[config.mk]
export PLATFORM = sky130hd
export DESIGN_NAME = fft_sdf_stage2
export DESIGN_NICKNAME = d
export VERILOG_FILES = /design/src/rtl/fft_sdf_stage2.sv
export SDC_FILE = /design/constraint.sdc
export NUM_CORES = 2
export LEC_CHECK = 0
export CAP_MARGIN = 30
export CORE_MARGIN = 8
export CORE_UTILIZATION = 59
export DETAILED_ROUTE_END_ITERATION = 7
export PLACE_DENSITY = 0.76
export SETUP_SLACK_MARGIN = 0.05
export SLEW_MARGIN = 10
export SYNTH_ARGS = -nofsm -noshare
export SYNTH_HDL_FRONTEND = slang
export SYNTH_SLANG_ARGS = --single-unit
export TNS_END_PERCENT = 50
[constraint.sdc]
create_clock -name clk -period 13.35 [get_ports clk]
set_clock_uncertainty 0.15 [all_clocks]
set_input_delay 3.3375 -clock clk [delete_from_list [all_inputs] [get_ports clk]]
set_output_delay 3.3375 -clock clk [all_outputs]
set_load 0.005 [all_outputs]
[src/rtl/fft_sdf_stage2.sv]
// fft_sdf_stage2: radix-2 DIF SDF stage 2 of the 32-point FFT.
// 8-deep feedback butterfly, difference path rotated by W16^n.
module fft_sdf_stage2 #(
   parameter int IN_W  = 14,
   parameter int OUT_W = 15,
   parameter int TW_W  = 10
) (
   input  logic                    clk,
   input  logic                    rst_n,
   input  logic                    valid_i,
   input  logic signed [IN_W-1:0]  data_in_r,
   input  logic signed [IN_W-1:0]  data_in_i,
   output logic                    valid_o,
   output logic signed [OUT_W-1:0] data_out_r,
   output logic signed [OUT_W-1:0] data_out_i
);
   localparam int PW = OUT_W + TW_W + 2;
   localparam int SH = TW_W - 2;
   localparam int C_RE [8] = '{256, 237, 181, 98, 0, -98, -181, -237};
   localparam int C_IM [8] = '{0, -98, -181, -237, -256, -237, -181, -98};
   logic [3:0]              r_cnt;
   logic                    r_primed;
   logic signed [OUT_W-1:0] r_dl_r [8];
   logic signed [OUT_W-1:0] r_dl_i [8];
   logic [2:0]              w_n;
   logic                    w_b, w_emit;
   logic signed [OUT_W-1:0] w_xr, w_xi, w_dr, w_di, w_sr, w_si, w_fr, w_fi;
   logic signed [TW_W-1:0]  w_c, w_s;
   logic signed [PW-1:0]    w_pr, w_pi;

   function automatic logic signed [OUT_W-1:0] sat(input logic signed [PW-1:0] v);
      logic signed [PW-1:0] s;
      s = v >>> SH;
      return s > PW'(2**(OUT_W-1) - 1) ? {1'b0, {(OUT_W-1){1'b1}}} :
             s < PW'(-(2**(OUT_W-1)))  ? {1'b1, {(OUT_W-1){1'b0}}} : s[OUT_W-1:0];
   endfunction

   assign w_n    = r_cnt[2:0];
   assign w_b    = r_cnt[3];
   assign w_emit = w_b | r_primed;
   assign w_xr   = OUT_W'(data_in_r);
   assign w_xi   = OUT_W'(data_in_i);
   assign w_dr   = r_dl_r[w_n];
   assign w_di   = r_dl_i[w_n];
   assign w_sr   = w_dr + w_xr;
   assign w_si   = w_di + w_xi;
   assign w_fr   = w_dr - w_xr;
   assign w_fi   = w_di - w_xi;
   assign w_c    = TW_W'(C_RE[w_n]);
   assign w_s    = TW_W'(C_IM[w_n]);
   // products carry the rounding half-LSB so sat() only needs to shift
   assign w_pr   = w_dr * w_c - w_di * w_s + PW'(2**(SH-1));
   assign w_pi   = w_di * w_c + w_dr * w_s + PW'(2**(SH-1));

   always_ff @(posedge clk or negedge rst_n) begin
      if (!rst_n) begin
         r_cnt      <= '0;
         r_primed   <= 1'b0;
         valid_o    <= 1'b0;
         data_out_r <= '0;
         data_out_i <= '0;
      end else begin
         valid_o <= valid_i & w_emit;
         if (valid_i) begin
            r_cnt <= r_cnt + 4'd1;
            if (r_cnt == 4'd15) r_primed <= 1'b1;
            if (w_emit) begin
               data_out_r <= w_b ? w_sr : sat(w_pr);
               data_out_i <= w_b ? w_si : sat(w_pi);
            end
         end
      end
   end

   // delay line is never emitted before priming, so it needs no reset
   always_ff @(posedge clk) begin
      if (valid_i) begin
         r_dl_r[w_n] <= w_b ? w_fr : w_xr;
         r_dl_i[w_n] <= w_b ? w_fi : w_xi;
      end
   end
endmodule

==> impl_metrics.toml <==
[logic_synthesis]
synthArstFlopShare = 0.1304
synthSimpleGateAreaFrac = 0.09828
synthAdderAreaFrac = 0.4432
syn_inst = 3471
synth_compound_area_frac = 0.05830
synth_ff_type = "edfxtp_1"
seq_area_frac_synth = 0.2279
ys_ff_latch = 276
synth_cell_types = 80
avgSynthCellArea_um2 = 10.25
synth-xor-area-share = 0.02331
yosysWarningCount = 0
synth_edf_count = 240
synth_top_family_by_area = "adder cells"
netlist_area_um2 = 35580
muxShareOfSynthArea = 0.04258
syn_nets = 4391

[finish]
final_common_cell = "inv_1"
drive_gt1_frac = 0.05603
antenna_cells = 0
nNetsFinal = 4418
fin_area_um2 = 38000
n_fill_cell = 4724
syn2layout_area_growth_pct = 6.783
most-common-layout-cells = "875 x inv_1, 619 x fa_1, 347 x nor2_1"

[clocking]
cts_root_buffer = "clkbuf_16"
clock_sinks = 276
cts_tree = "done"
post_cts_buffers = 0
numCtsBuffers = 24
insertion_delay_ps = 530
clock_path_buffers = 3
holdBufCountCts = 0
clk_pin_slew_ps = 70
cts_resized = 0
htree_levels = 1

[route]
routed_wirelength_um = 101200
ant_nets = 0
vias_per_cell = 5.870
wl_per_cell_um = 23.55
num_vias = 25230
drt_iter0_drc = 2389
drc = 0
drt_first_pass_iters = 6

[global_route]
first_global_vias = 26974
grt_pass1_wl_um = 158400
grt_max_degree = 53
grt_usage = 0.3081
overflow = 0
grt_antenna_before_repair = 0

[sta]
setup-tns-final_ps = 0
grt_setup_unrepaired = "false"
timing.fmax_mhz = 94.64
tightest_slew_ps = 1024
period_share = 0.7915
setup_viol = 0
hold_viol_final = 0
slew_violations = 0
fin_crit_ps = 10570
relSlewSlack = 0.3173

[critical_path]
cpMostUsedCell = "fa_1"
r2r_start = "r_cnt[0]"
timing.rr.end = "data_out_i[13]"
r2r_cells = 26
crit_path_start_kind = "register"
crit_type = "reg2reg"
r2r_slack_ps = 2780
endpoint_kind = "register"
crit_required_ps = 13590
cp_slowest_stage_delay_ps = 1040
slowest_stage = "dfrtp_4"
cp_max_fo = 52
cp_data_arrival_time_ps = 10810

[min_path]
whs_path_depth = 2
min-delay-path-class = "reg2reg"
holdCritStartpoint = "data_out_r[1]"
hold_end = "data_out_r[1]"

[job]
cap_violations = 0

[place]
place_hpwl_um = 81290
io_buffers = 61
placed_area_um2 = 37240
place.gp.congestion = 0.9877

[floorplanning]
die_area_um2 = 68420
rows = 90
core_um2 = 60020
die_h_um = 261.6
boundaryPins = 62
start_util = 0.5928
die_x_um = 261.6

[run_status]
outcome = "finished clean"
==> state kept, by name, summed over array words and instances (netlist names) <==
signal,flops
r_dl_r,120
r_dl_i,120
r_cnt,4
r_primed,1
data_out_i,15
valid_o,1
data_out_r,15
==> layout make-up <==
type / instances / area (µm²) / area share
repair buffers: 115 / 1065 / 0.02802
multi-input cells: 2195 / 23780 / 0.6259
clock buffers: 28 / 636.9 / 0.01676
clock inverters: 16 / 95.09 / 0.002503
well taps: 782 / 978.4 / 0.02575
inverters: 886 / 3326 / 0.08753
flip-flops and latches: 276 / 8115 / 0.2136
==> cells in the mapped netlist, types with 16 or more instances <==
master	n	area (µm²)
xnor2_1	60	525.5
nor2b_1	16	100.1
nand2_1	289	1085
a21oi_1	85	425.4
nand3_1	28	140.1
o21ai_0	51	255.2
nor3_1	28	140.1
mux2i_1	24	240.2
mux4_2	55	1239
o211ai_1	17	127.6
or2_2	16	100.1
ha_1	270	3378
nor2_1	353	1325
clkbuf_1	98	367.9
edfxtp_1	240	7207
and2_1	30	187.7
xor2_1	27	236.5
a21o_1	23	172.7
nand2b_1	17	106.4
inv_1	875	3284
dfrtp_1	36	900.9
fa_1	619	12390
==> metal layers <==
layer,global-route usage,share of wire,vias up
met5,0,0,-
met4,0.1558,0.064,0
met3,0.06705,0.11,338
met2,0.4793,0.45,1435
met1,0.4084,0.38,12642
li1,-,-,10815
==> worst max-delay path by stage <==
| stage | depth (start not counted) | to | start |
|---|---|---|---|
| detailed placement | 26 | data_out_r[11] | r_cnt[0] |
| floorplan | 35 | data_out_i[1] | r_cnt[0] |
| finish | 26 | data_out_i[13] | r_cnt[0] |
| global route | 28 | data_out_i[11] | r_cnt[0] |
| global placement | 26 | data_out_i[11] | r_cnt[0] |
| CTS | 26 | data_out_r[11] | r_cnt[0] |
==> kinds of logic (layout without fill, tap and decap cells) <==
| kind of cell | after synthesis | after routing |
|---|---|---|
| AND/OR/NAND/NOR | 823 | 823 |
| adder cells (fa/ha/maj) | 889 | 889 |
| AO/OA/AOI/OAI | 311 | 311 |
| buffers and inverters | 1000 | 1045 |
| multiplexers | 82 | 82 |
| flip-flops | 276 | 276 |
| XOR/XNOR | 90 | 90 |
==> worst max-delay path, delay by kind of cell (launching register included) <==
kind                       cells  cell delay, ps
AOI/OAI and AO/OA              9            1830
adders and majority gates      8            3920
buffers and inverters          4             790
DFF                            1            1040
muxes                          1             610
and+or+nand+nor                4            1950
==> stage by stage <==
step	hold WS, ps	cells	setup WS (ps)	utilization
6_report	419.5	4298	2784	0.6331
3_5_place_dp	404.3	4252	2900	0.6205
2_1_floorplan	323.3	3471	4179	-
4_1_cts	420.2	4296	2886	0.6326
3_3_place_gp	381.0	4246	3074	0.6190
5_1_grt	437.6	4298	2314	0.6331
Power is not shown: default switching activity piles up to over one toggle a cycle in this logic, so the estimate is an artifact.
